==> config.mk <==
export PLATFORM = sky130hd
export DESIGN_NAME = linked_list_traverser
export DESIGN_NICKNAME = d
export VERILOG_FILES = /design/src/rtl/linked_list_pkg.sv /design/src/rtl/linked_list_traverser.sv
export SDC_FILE = /design/constraint.sdc
export NUM_CORES = 1
export LEC_CHECK = 0
export BUFFER_PORTS_ARGS = -buffer_cell sky130_fd_sc_hd__buf_2
export CAP_MARGIN = 20
export CORE_ASPECT_RATIO = 0.75
export CORE_UTILIZATION = 40
export CTS_BUF_LIST = sky130_fd_sc_hd__clkbuf_8
export DETAILED_ROUTE_END_ITERATION = 12
export PLACE_DENSITY = 0.69
export REMOVE_ABC_BUFFERS = 1
export SETUP_SLACK_MARGIN = 0.1
export SYNTH_ARGS = -nofsm -noshare
export SYNTH_HDL_FRONTEND = slang
export SYNTH_SLANG_ARGS = --single-unit
==> constraint.sdc <==
create_clock -name clk -period 3 [get_ports clk]
set_input_delay 0.6 -clock clk [delete_from_list [all_inputs] [get_ports clk]]
set_output_delay 0.6 -clock clk [all_outputs]
set_load 0.02 [all_outputs]
==> src/rtl/linked_list_pkg.sv <==
// ============================================================================
// Module      : linked_list_pkg
// Description : Shared op encodings, NULL-address helper and traverser states.
// Revision    : 1.0 - initial release
// ============================================================================
`default_nettype none

package linked_list_pkg;

  localparam logic [1:0] OP_READ       = 2'd0;
  localparam logic [1:0] OP_DELETE     = 2'd1;
  localparam logic [1:0] OP_PUSH_BACK  = 2'd2;
  localparam logic [1:0] OP_PUSH_FRONT = 2'd3;

  // All-ones address of the given width marks the end of the list.
  function automatic int unsigned null_addr(input int unsigned aw);
    return (32'd1 << aw) - 32'd1;
  endfunction

  typedef enum logic [2:0] {
    TRV_IDLE  = 3'd0,
    TRV_ISSUE = 3'd1,
    TRV_WAIT  = 3'd2,
    TRV_EMIT  = 3'd3,
    TRV_FIN   = 3'd4,
    TRV_ERR   = 3'd5
  } trav_state_e;

endpackage

`default_nettype wire

==> src/rtl/linked_list_traverser.sv <==
// ============================================================================
// Module      : linked_list_traverser
// Description : Walks a linked_list head-to-tail via Read ops and streams each
//               node payload out. Optional LINKED_LIST_TRAVERSER_BOUND_CHECK_EN
//               aborts on out-of-range next pointers and on cyclic lists.
// Revision    : 1.0 - initial release
// ============================================================================
`default_nettype none

module linked_list_traverser
  import linked_list_pkg::*;
#(
  parameter  int DATA_WIDTH = 8,
  parameter  int MAX_NODE   = 8,
  localparam int ADDR_WIDTH = $clog2(MAX_NODE + 1)
) (
  input  logic                  clk,
  input  logic                  rst_n,
  input  logic                  start,
  output logic                  busy,
  output logic                  done,
  output logic                  fault,
  output logic [ADDR_WIDTH-1:0] count,
  output logic [1:0]            ll_op,
  output logic                  ll_op_start,
  output logic [ADDR_WIDTH-1:0] ll_addr,
  input  logic                  ll_op_done,
  input  logic                  ll_fault,
  input  logic [DATA_WIDTH-1:0] ll_data,
  input  logic [ADDR_WIDTH-1:0] ll_next_addr,
  input  logic [ADDR_WIDTH-1:0] ll_head,
  input  logic                  ll_empty,
  output logic                  m_valid,
  input  logic                  m_ready,
  output logic [DATA_WIDTH-1:0] m_data,
  output logic                  m_last
);

  localparam logic [ADDR_WIDTH-1:0] c_NULL = ADDR_WIDTH'(null_addr(ADDR_WIDTH));

  trav_state_e           r_state;
  logic [ADDR_WIDTH-1:0] r_nxt;
  logic [ADDR_WIDTH-1:0] w_count_inc;
  logic                  w_bad_next;
  logic                  w_loop;

  assign ll_op       = OP_READ;
  assign w_count_inc = count + ADDR_WIDTH'(1);

`ifdef LINKED_LIST_TRAVERSER_BOUND_CHECK_EN
  localparam logic [ADDR_WIDTH-1:0] c_MAX_ADDR = ADDR_WIDTH'(MAX_NODE);
  assign w_bad_next = (ll_next_addr != c_NULL) && (ll_next_addr >= c_MAX_ADDR);
  assign w_loop     = (w_count_inc == c_MAX_ADDR);
`else
  assign w_bad_next = 1'b0;
  assign w_loop     = 1'b0;
`endif

  // ll_addr doubles as the current-node pointer; it only changes on entry to ISSUE.
  always_ff @(posedge clk or negedge rst_n) begin
    if (!rst_n) begin
      r_state     <= TRV_IDLE;
      r_nxt       <= '0;
      busy        <= 1'b0;
      done        <= 1'b0;
      fault       <= 1'b0;
      count       <= '0;
      ll_op_start <= 1'b0;
      ll_addr     <= '0;
      m_valid     <= 1'b0;
      m_data      <= '0;
      m_last      <= 1'b0;
    end else begin
      done        <= 1'b0;
      fault       <= 1'b0;
      ll_op_start <= 1'b0;
      case (r_state)
        TRV_IDLE: begin
          if (start) begin
            busy  <= 1'b1;
            count <= '0;
            if (ll_empty) begin
              done    <= 1'b1;
              r_state <= TRV_FIN;
            end else begin
              ll_addr     <= ll_head;
              ll_op_start <= 1'b1;
              r_state     <= TRV_ISSUE;
            end
          end
        end
        TRV_ISSUE: r_state <= TRV_WAIT;
        TRV_WAIT: begin
          if (ll_op_done) begin
            if (ll_fault || w_bad_next) begin
              fault   <= 1'b1;
              r_state <= TRV_ERR;
            end else begin
              m_data  <= ll_data;
              r_nxt   <= ll_next_addr;
              m_last  <= (ll_next_addr == c_NULL);
              m_valid <= 1'b1;
              r_state <= TRV_EMIT;
            end
          end
        end
        TRV_EMIT: begin
          if (m_ready) begin
            m_valid <= 1'b0;
            count   <= w_count_inc;
            if (r_nxt == c_NULL) begin
              done    <= 1'b1;
              r_state <= TRV_FIN;
            end else if (w_loop) begin
              fault   <= 1'b1;
              r_state <= TRV_ERR;
            end else begin
              ll_addr     <= r_nxt;
              ll_op_start <= 1'b1;
              r_state     <= TRV_ISSUE;
            end
          end
        end
        TRV_FIN, TRV_ERR: begin
          busy    <= 1'b0;
          r_state <= TRV_IDLE;
        end
        default: begin
          busy    <= 1'b0;
          r_state <= TRV_IDLE;
        end
      endcase
    end
  end

endmodule

`default_nettype wire

Word level (Yosys, flattened, before mapping)
Cells that the tools add are included.

Flip-flop bits (word level): 29. Latch bits: 0. Bits in writable memories: 0. Bits in read-only memories: 0. Bits of input ports: 23. Output and inout port bits: 24. Logic and storage cells: 69. Memories: 0.

$add $sub $neg: 1. Multipliers: 0. Div/mod/pow operators: 0. Order comparisons: 0. Equal/unequal tests: 11. Shift operators: 0. Mux-type cells: 34. Bitwise gates (word level): 2. Reductions and logical operators: 10.

Operator list (number): 2-to-1 mux 4 bit (6); 2-to-1 mux 3 bit (6); one-hot mux 4 bit (2 select lines) (2); 2-to-1 mux 1 bit (15); != test 2 bit, second input constant (6); one-hot mux 3 bit (4 select lines) (1); AND reduction 3 bit (3); == test 4 bit, second input constant (2); one-hot mux 1 bit (2 select lines) (4); == test 3 x 2 -> 1 bit, second input constant (2); AND reduction 5 bit (1); adder 4 x 1 -> 4 bit, second input constant (1); AND reduction 4 bit (1); nonzero test 2 bit (2); == test 3 x 1 -> 1 bit, second input constant (1); logical NOT 3 bit (1); OR reduction 3 bit (1); NOT 1 bit (2); AND reduction 2 bit (1).

Logic depth before layout (Yosys ltp)
Gate-level depths: netlist of run 1.

Word-level depth: 4. Mapped depth: 6. Mapped depth without buffers: 4.

Worst setup path after synthesis of run 1
Ideal clock, no wire load.

Path type: input-to-reg. Start point: in start. End point: reg ll_addr[0]. Setup time: 125 ps. Data arrival time: 1717 ps. Path slack: 1158 ps. Stages on the path: 4. Path buffers: 1. Path through: or4b_4 > buf_6 > o22ai_4 > mux2_4.

Cells in the longest elaborated chain, start to end: 2.

RTL lines: start, declared (RTL line linked_list_traverser.sv:19) `input logic start,`; != test 2 bit (no line); AND reduction 5 bit (no line); end signal, assigned (RTL line linked_list_traverser.sv:86) `ll_addr <= ll_head;`; end signal, assigned (RTL line linked_list_traverser.sv:118) `ll_addr <= r_nxt;`; end, declared (RTL line linked_list_traverser.sv:26) `output logic [ADDR_WIDTH-1:0] ll_addr,`.

No other way between the ends. A chain may end at the register's enable or synchronous reset.

Worst setup path in the final report of run 1
Start point: reg r_state[0]. End point: reg ll_addr[3].

Cells in the longest elaborated chain, start to end: 3. Elaborated cells between the ends (all ways): 9. Those cells by class: 5 x eq/ne; 1 x mux; 3 x reduce/logical.

RTL lines: start, declared (RTL line linked_list_traverser.sv:41) `trav_state_e r_state;`; start signal, assigned (RTL line linked_list_traverser.sv:62) `r_state <= TRV_IDLE;`; start signal, assigned (RTL line linked_list_traverser.sv:84) `r_state <= TRV_FIN;`; start signal, assigned (RTL line linked_list_traverser.sv:88) `r_state <= TRV_ISSUE;`; == test 3 x 2 -> 1 bit or logical NOT 3 bit (tied branches) (RTL line linked_list_traverser.sv:77) `case (r_state)`; != test 2 bit (no line) or nonzero test 2 bit (tied branches); AND reduction 5 bit (no line).

Parallel ways exist; a longest one is shown, timed or not.

==> flow_metrics.tcl, run 1 <==
set metrics [dict create \
    post_cts_resized 0 \
    htreeDepth 2 \
    postRouteAntennaNets 0 \
    swShare 0.350 \
    clk_latency_ns 0.28 \
    drtIter0Drc 34 \
    report.final.setup_viol 0 \
    postSynthAreaPerCell_um2 13.2 \
    io_buffers 44 \
    status "finished, final reports clean" \
    max_freq_mhz 536 \
    post-cts-setup-buffers 0 \
    postSynthCellCount 101 \
    cts_hold_buf 0 \
    p_clk_frac 0.240 \
    async_reset_ff_frac 1.00 \
    cp_max_fo 11 \
    multiInputGateArea_um2 556 \
    slew_violations 0 \
    fp.dieW_um 68.7 \
    final.period_utilization 0.622 \
    synthTopCellsByArea "dfrtp_1 (54%), mux2_2 (13%), mux2_4 (4.5%)" \
    cts_tree "yes" \
    r2r_cells 3 \
    synthMostInstantiatedCell "dfrtp_1" \
    cp-start-kind "register" \
    maxCapViolations 0 \
    wl_per_cell_um 14.2 \
    synthDistinctLibCells 36 \
    worst_slew_pin_slew_ns 0.631 \
    overflow 0 \
    power_mw 1.70 \
    clock_sinks 29 \
    hold_viol_final 0 \
    root_buffer "clkbuf_8" \
    remaining_drc_errors 0 \
    power.leakage_nw 0.843 \
    holdCritPathClass "in2async" \
    grt_pass1_vias 936 \
    slew_headroom 0.579 \
    power_density_mw_per_mm2 1010 \
    hpwl_mm 1.97 \
    pin_count 47 \
    crit_required_ns 3.17 \
    yosysSeqAreaShare 0.543 \
    crit_type "reg2reg" \
    clk_path_buf_depth 2 \
    drive_above_1_share 0.520 \
    nets 171 \
    initial_utilization 0.436 \
    clk_pin_slew_ns 0.06 \
    regArea_um2 726 \
    die-area_mm2 0.00358 \
    core_area_mm2 0.00306 \
    ys_ff_latch 29 \
    via_count 968 \
    power_frac_comb 0.363 \
    synth_top_area_frac 0.543 \
    track_usage 0.181 \
    clock_skew_ns 0.00405 \
    via_per_inst 5.20 \
    synth_common_cells "dfrtp_1 (29), mux2_2 (16), mux2_4 (4), nor2_1 (4), o21ai_0 (4)" \
    place_congestion 0.811 \
    finalCriticalPeriod_ns 1.86 \
    setup_tns_ns 0 \
    die_y_um 52.1 \
    synth.largest_area_cell "dfrtp_1" \
    routed_wl_mm 2.65 \
    num_rows 17 \
    rsz0062_at_grt "no" \
    power.share.sequential 0.396 \
    grt_pass1_wl_mm 4.46 \
    reg2reg_to "ll_addr[3]" \
    cp-end-kind "register" \
    synth_top_flop_cell "dfrtp_1" \
    grt_max_degree 30 \
    cp.arrival_ns 2.03 \
    p_int_mw 1.10 \
    fillers 284 \
    n_antenna_cell 0 \
    r2r_slack_ns 1.14 \
    area_growth_pct 26.0 \
    hold-worst-slack_ns 0.342 \
    ir_worst_vdd_v 0.000442 \
    reg2reg_from "r_state[0]" \
    drt_pass1_iterations 4 \
    final_core_util 0.550 \
    synth_area_mm2 0.00134 \
    p_sw_mw 0.595 \
    synth_enable_flop_cells 0 \
    ys.warnings.count 0 \
    antenna_found_initial 0 \
    cts_buffers 5 \
]
-- area by class of cell --
class	instances	share of cell area
clock buffer	6	0.0490
clock inverter	2	0.0201
inverter	3	0.00669
multi-input combinational	63	0.330
sequential	29	0.431
tap	38	0.0282
timing repair buffer	45	0.135
-- metrics by stage --
step / setup WS (ns) / std cells / cell area (µm²)
floorplan: 0.371 / 95 / 1290
global placement: 1.06 / 178 / 1570
detailed placement: 1.04 / 178 / 1570
CTS: 1.14 / 186 / 1680
global route: 1.07 / 186 / 1680
finish: 1.14 / 186 / 1680
-- layer usage --
metal,share of wire,vias up,global-route usage
met2,0.45,37,0.265
met1,0.45,468,0.236
li1,-,454,-
met4,0.024,0,0.0918
met5,0,-,0
met3,0.070,9,0.0636
-- flip-flops by register name (all words and copies together) (netlist names), 3 cells and up --
signal and flops:
m_data 8, count 4, ll_addr 4, r_nxt 4
r_state 3
-- kinds of logic after synthesis --
logic type / after synthesis / share of synthesized area
compound gates: 16 / 0.0918
fa+ha+maj: 1 / 0.00936
buf+inv: 10 / 0.0487
flops: 29 / 0.543
mux: 22 / 0.195
other cells: 1 / 0.00281
simple gates: 22 / 0.110
-- power by group through the flow --
stage,Sequential (mW),Clock [mW],Combinational [mW]
2_1_floorplan,0.799,0,0.286
3_3_place_gp,0.669,0,0.610
3_5_place_dp,0.678,0,0.626
4_1_cts,0.675,0.418,0.626
5_1_grt,0.698,0.444,0.671
6_report,0.674,0.409,0.618
-- layout by cell type, fill, tap and decap left out, types with 3 or more instances in the layout --
| cell type | n |
|---|---|
| mux2_4 | 4 |
| clkbuf_8 | 6 |
| nor2_1 | 4 |
| nand2_1 | 3 |
| dfrtp_1 | 29 |
| mux2_2 | 16 |
| inv_1 | 4 |
| o21ai_0 | 4 |
| buf_2 | 44 |
| nand4_1 | 3 |
-- worst max-delay path by stage --
stage | start | endpoint | slack (ns)
after CTS | r_state[0] | ll_addr[3] | 1.14
after detailed placement | start | ll_addr[1] | 1.04
after floorplan | ll_op_done | m_data[0] | 0.37
after global placement | start | ll_addr[0] | 1.06
after global routing | r_state[0] | ll_addr[0] | 1.07
final | r_state[0] | ll_addr[3] | 1.14
-- worst max-delay path: stages, from the launching register on --
cell	delay (ns)
dfrtp_1	0.50
or4b_4	0.63
o22ai_4	0.29
mux2_4	0.33
Note: power is estimated with default switching activity, not from simulation.
==> run 2: changes to the inputs <==
==> constraint.sdc (replaced) <==
create_clock -name clk -period 1.9 [get_ports clk]
set_input_delay 0.38 -clock clk [delete_from_list [all_inputs] [get_ports clk]]
set_output_delay 0.38 -clock clk [all_outputs]
set_load 0.02 [all_outputs]
==> run 2 against run 1 <==
  * Combinational power grew 68%
  * Maximum frequency grew 7.0%
  * Global-route usage shrank 0.094 points
  * Power grew 58%
  * Critical path depth is the same
  * Clock skew grew 0.0015 ns
  * Register-to-register slack lost 0.98 ns
==> flow_metrics.tcl, run 2 (synthesized netlist as in run 1, its figures left out) <==
set metrics [dict create \
    p_clk_frac 0.228 \
    use_met2 0.270 \
    ir_worst_vdd_v 0.000702 \
    drive_above_1_share 0.540 \
    setup_slack_ns 0.157 \
    slew_violations 0 \
    cp-start-kind "register" \
    die_y_um 52.1 \
    p_sw_mw 0.954 \
    area_growth_pct 27.0 \
    cp_max_fo 8 \
    grt_use_met1 0.237 \
    core_area_mm2 0.00306 \
    dp_worst_setup_slack_ns 0.0996 \
    place_congestion 0.805 \
    clock_skew_ns 0.00555 \
    overflow 0 \
    slowest_delay_ns 0.57 \
    num_rows 17 \
    largest_reg_flops 8 \
    track_usage 0.180 \
    crit_required_ns 2.07 \
    htreeDepth 2 \
    path_delay_family "simple AND/OR/NAND/NOR gates" \
    final.period_utilization 0.917 \
    cts_buffers 5 \
    rsz0062_at_grt "no" \
    report.final.setup_viol 0 \
    clk_latency_ns 0.28 \
    r2r_slack_ns 0.16 \
    worst_slew_pin_slew_ns 0.640 \
    swShare 0.355 \
    multiInputGateArea_um2 558 \
    via_per_inst 5.32 \
    routed_wl_mm 2.70 \
    crit_chain "or4b_4 > o22ai_4 > mux2_4" \
    dp_cells 180 \
    antenna_found_initial 0 \
    status "finished, final reports clean" \
    finalCriticalPeriod_ns 1.74 \
    clk_path_buf_depth 2 \
    power_mw 2.69 \
    final_core_util 0.554 \
    root_buffer "clkbuf_8" \
    top_usage_layer "met2" \
    power_frac_comb 0.386 \
    hold_viol_final 0 \
    via_count 1001 \
    wl_per_cell_um 14.3 \
    slew_headroom 0.573 \
    die-area_mm2 0.00358 \
    most-common-layout-cells "buf_2 (44), dfrtp_1 (29), mux2_2 (16)" \
    grt_pass1_wl_mm 4.55 \
    crit_type "reg2reg" \
    holdCritPathClass "in2async" \
    n_antenna_cell 0 \
    remaining_drc_errors 0 \
    postRouteAntennaNets 0 \
    use_met3 0.0833 \
    cp.arrival_ns 1.91 \
    p_int_mw 1.73 \
    grt_max_degree 30 \
    fp.dieW_um 68.7 \
    initial_utilization 0.436 \
    drt_pass1_iterations 4 \
    cp.buffers_inverters 0 \
    slowest_stage "or4b_4" \
    largest-register "m_data" \
    cp-end-kind "register" \
    drtIter0Drc 63 \
    cts_tree "yes" \
    max_freq_mhz 574 \
    fillers 284 \
    maxCapViolations 0 \
    pin_count 47 \
    hpwl_mm 1.92 \
    clk_pin_slew_ns 0.06 \
    regArea_um2 726 \
    final_common_cell "buf_2" \
    power.leakage_nw 0.849 \
    grt_pass1_vias 959 \
    io_buffers 44 \
    power.share.sequential 0.386 \
    nets 174 \
    clock_sinks 29 \
    power_density_mw_per_mm2 1580 \
    final_cells 188 \
]
==> run 2: per-stage QoR <==
| step | cell area (µm²) | hold WS [ns] | TNS [ns] |
|---|---|---|---|
| final | 1700 | 0.120 | 0 |
| after global routing | 1700 | 0.166 | 0 |
| after CTS | 1690 | 0.141 | 0 |
| after detailed placement | 1580 | 0.443 | 0 |
| after global placement | 1580 | 0.433 | 0 |
| after floorplan | 1290 | 0.0844 | -9.68 |
==> run 2: path summary, 6_finish.rpt <==
kind                            start         end  depth (start not counted)
min                             rst_n       fault                          1
max                        r_state[1]  ll_addr[2]                          3
max in group asynchronous       rst_n   m_data[5]                          1
max reg2reg                r_state[1]  ll_addr[2]                          3
min reg2reg                  count[3]    count[3]                          1
min in group clk           ll_data[2]   m_data[2]                          2
==> run 2: power groups by stage <==
stage	clock network, mW	logic [mW]	registers (mW)
CTS	0.616	1.05	1.04
global route	0.656	1.13	1.08
floorplan	0	0.452	1.26
detailed placement	0	1.03	1.04
finish	0.612	1.04	1.04
global placement	0	1.01	1.03
==> run 2: final cells by class <==
cell class | instances | area share
Sequential cell | 29 | 0.428
Multi-Input combinational cell | 63 | 0.329
Timing Repair Buffer | 48 | 0.147
Clock buffer | 5 | 0.0406
Tap cell | 38 | 0.0280
Clock inverter | 2 | 0.0206
Inverter | 3 | 0.00664
==> run 2: worst register-to-register path, stage by stage, from the launching register on <==
cell and delay [ns]:
dfrtp_1 0.46, or4b_4 0.57, o22ai_4 0.27, mux2_4 0.33
==> run 2: metal layers <==
layer  vias up  share of wire  routed length, µm
li1        463              -                  -
met1       489           0.45               1210
met2        47           0.46               1240
met3         2          0.090                242
met4         0         0.0030                  8
met5         -              0                  0
==> run 2: what timing repair did <==
item,CTS,global route
pin swaps,2,1
setup endpoints to repair,2,16
buffers inserted,1,0
hold buffers,0,0
resized for setup,0,1
==> run 3: changes to the inputs <==
--- a/config.mk
+++ b/config.mk
@@ -12,7 +12,6 @@
 export CTS_BUF_LIST = sky130_fd_sc_hd__clkbuf_8
 export DETAILED_ROUTE_END_ITERATION = 12
 export PLACE_DENSITY = 0.69
-export REMOVE_ABC_BUFFERS = 1
 export SETUP_SLACK_MARGIN = 0.1
 export SYNTH_ARGS = -nofsm -noshare
 export SYNTH_HDL_FRONTEND = slang
==> run 3 against run 2 <==
  * First-iteration DRC count fell by 38%
  * Clock skew fell by 0.0011 ns
  * Combinational power barely moved
  * Clock power rose by 9.3%
  * Routed wire length fell by 0.70%
  * Cell area rose by 0.81%
  * Utilization rose by 0.45 points
  * Maximum frequency rose by 1.6%
  * Non-clock buffer count did not move
  * Global-route usage fell by 0.67 points
  * Cell count rose by 0.53%
  * Sequential share of layout area fell by 0.34 points
==> flow_metrics.tcl, run 3 (synthesized netlist as in run 1, its figures left out) <==
set metrics [dict create \
    postRouteAntennaNets 0 \
    crit_required_ns 2.08 \
    fp.dieW_um 68.7 \
    maxCapViolations 0 \
    post-cts-setup-buffers 0 \
    clk_latency_ns 0.29 \
    core_area_mm2 0.00306 \
    largest-register "m_data" \
    wl_per_cell_um 14.2 \
    status "finished, final reports clean" \
    remaining_drc_errors 0 \
    drtIter0Drc 39 \
    finalCriticalPeriod_ns 1.72 \
    drt_pass1_iterations 4 \
    grt_pass1_vias 932 \
    report.final.setup_viol 0 \
    dp_worst_setup_slack_ns 0.147 \
    overflow 0 \
    power_mw 2.75 \
    cts_tree "yes" \
    post_cts_resized 0 \
    num_rows 17 \
    slew_headroom 0.588 \
    die_y_um 52.1 \
    nets 174 \
    initial_utilization 0.436 \
    worst_slew_pin_slew_ns 0.617 \
    grt_pass1_wl_mm 4.29 \
    clock_sinks 29 \
    rsz0062_at_grt "no" \
    cp.arrival_ns 1.89 \
    power_density_mw_per_mm2 1610 \
    crit_type "reg2reg" \
    cp-end-kind "register" \
    place_congestion 0.918 \
    via_count 960 \
    hold_viol_final 0 \
    setup_tns_ns 0 \
    routed_wl_mm 2.68 \
    most-common-layout-cells "buf_2 (44), dfrtp_1 (29), mux2_2 (16)" \
    hpwl_mm 2.00 \
    track_usage 0.174 \
    power.leakage_nw 0.854 \
    largest_reg_flops 8 \
    setup_slack_ns 0.184 \
    max_freq_mhz 583 \
    holdCritPathClass "in2async" \
    slew_violations 0 \
    cts_buffers 5 \
    root_buffer "clkbuf_8" \
    htreeDepth 2 \
    io_buffers 44 \
    antenna_found_initial 0 \
    ir_worst_vdd_v 0.000721 \
    drive_above_1_share 0.536 \
    multiInputGateArea_um2 556 \
    fillers 275 \
    via_per_inst 5.08 \
    final_common_cell "buf_2" \
    clk_pin_slew_ns 0.07 \
    cp-start-kind "register" \
    area_growth_pct 28.0 \
    regArea_um2 726 \
    clock_skew_ns 0.00445 \
    die-area_mm2 0.00358 \
    cts_hold_buf 0 \
    cp_max_fo 7 \
    final.period_utilization 0.903 \
    grt_max_degree 30 \
    pin_count 47 \
    clk_path_buf_depth 2 \
    hold-worst-slack_ns 0.106 \
    n_antenna_cell 0 \
]
-- run 3: cell count changes in the layout (fill, tap and decap cells not counted), sizes merged --
cell      change
clkbuf        +1
clkinvlp      +1
clkinv        -1
-- run 3: worst max-delay path, stage by stage (launching register included) --
cell	delay [ns]
dfrtp_1	0.43
or4b_4	0.56
o22ai_4	0.28
mux2_4	0.33
-- run 3: final cells by class --
type,instances,area share
Timing Repair Buffer,48,0.146
Clock inverter,2,0.0219
Tap cell,38,0.0278
Multi-Input combinational cell,63,0.325
Inverter,3,0.00658
Sequential cell,29,0.424
Clock buffer,6,0.0483
-- run 3: per-layer routing --
metal	share of wire	track usage	vias to the layer above	wire [µm]
met5	0	0	-	0
met4	0.018	0.0918	0	47
met3	0.069	0.0548	5	185
met2	0.46	0.263	31	1230
met1	0.45	0.221	460	1220
li1	-	-	464	-
-- run 3: path summary, 6_finish.rpt --
check	slack [ns]	to	cells past startpoint	from
setup reg to reg	0.18	ll_addr[1]	3	r_state[2]
max in group asynchronous	1.39	count[2]	1	rst_n
min in group clk	0.32	m_data[5]	2	ll_data[5]
hold / removal	0.11	fault	1	rst_n
hold reg to reg	0.48	count[3]	1	count[3]
setup / recovery	0.18	ll_addr[1]	3	r_state[2]
-- run 3: where the power goes --
part | leakage, nW | switching [mW] | internal [mW]
Clock | 0.0574 | 0.243 | 0.426
Combinational | 0.432 | 0.573 | 0.490
Sequential | 0.364 | 0.152 | 0.869
Total | 0.854 | 0.968 | 1.78
-- run 3: through the flow --
step | utilization | instances | cell area (µm²)
2_1_floorplan | - | 102 | 1340
3_3_place_gp | 0.519 | 181 | 1590
3_5_place_dp | 0.519 | 181 | 1590
4_1_cts | 0.558 | 189 | 1710
5_1_grt | 0.558 | 189 | 1710
6_report | 0.558 | 189 | 1710
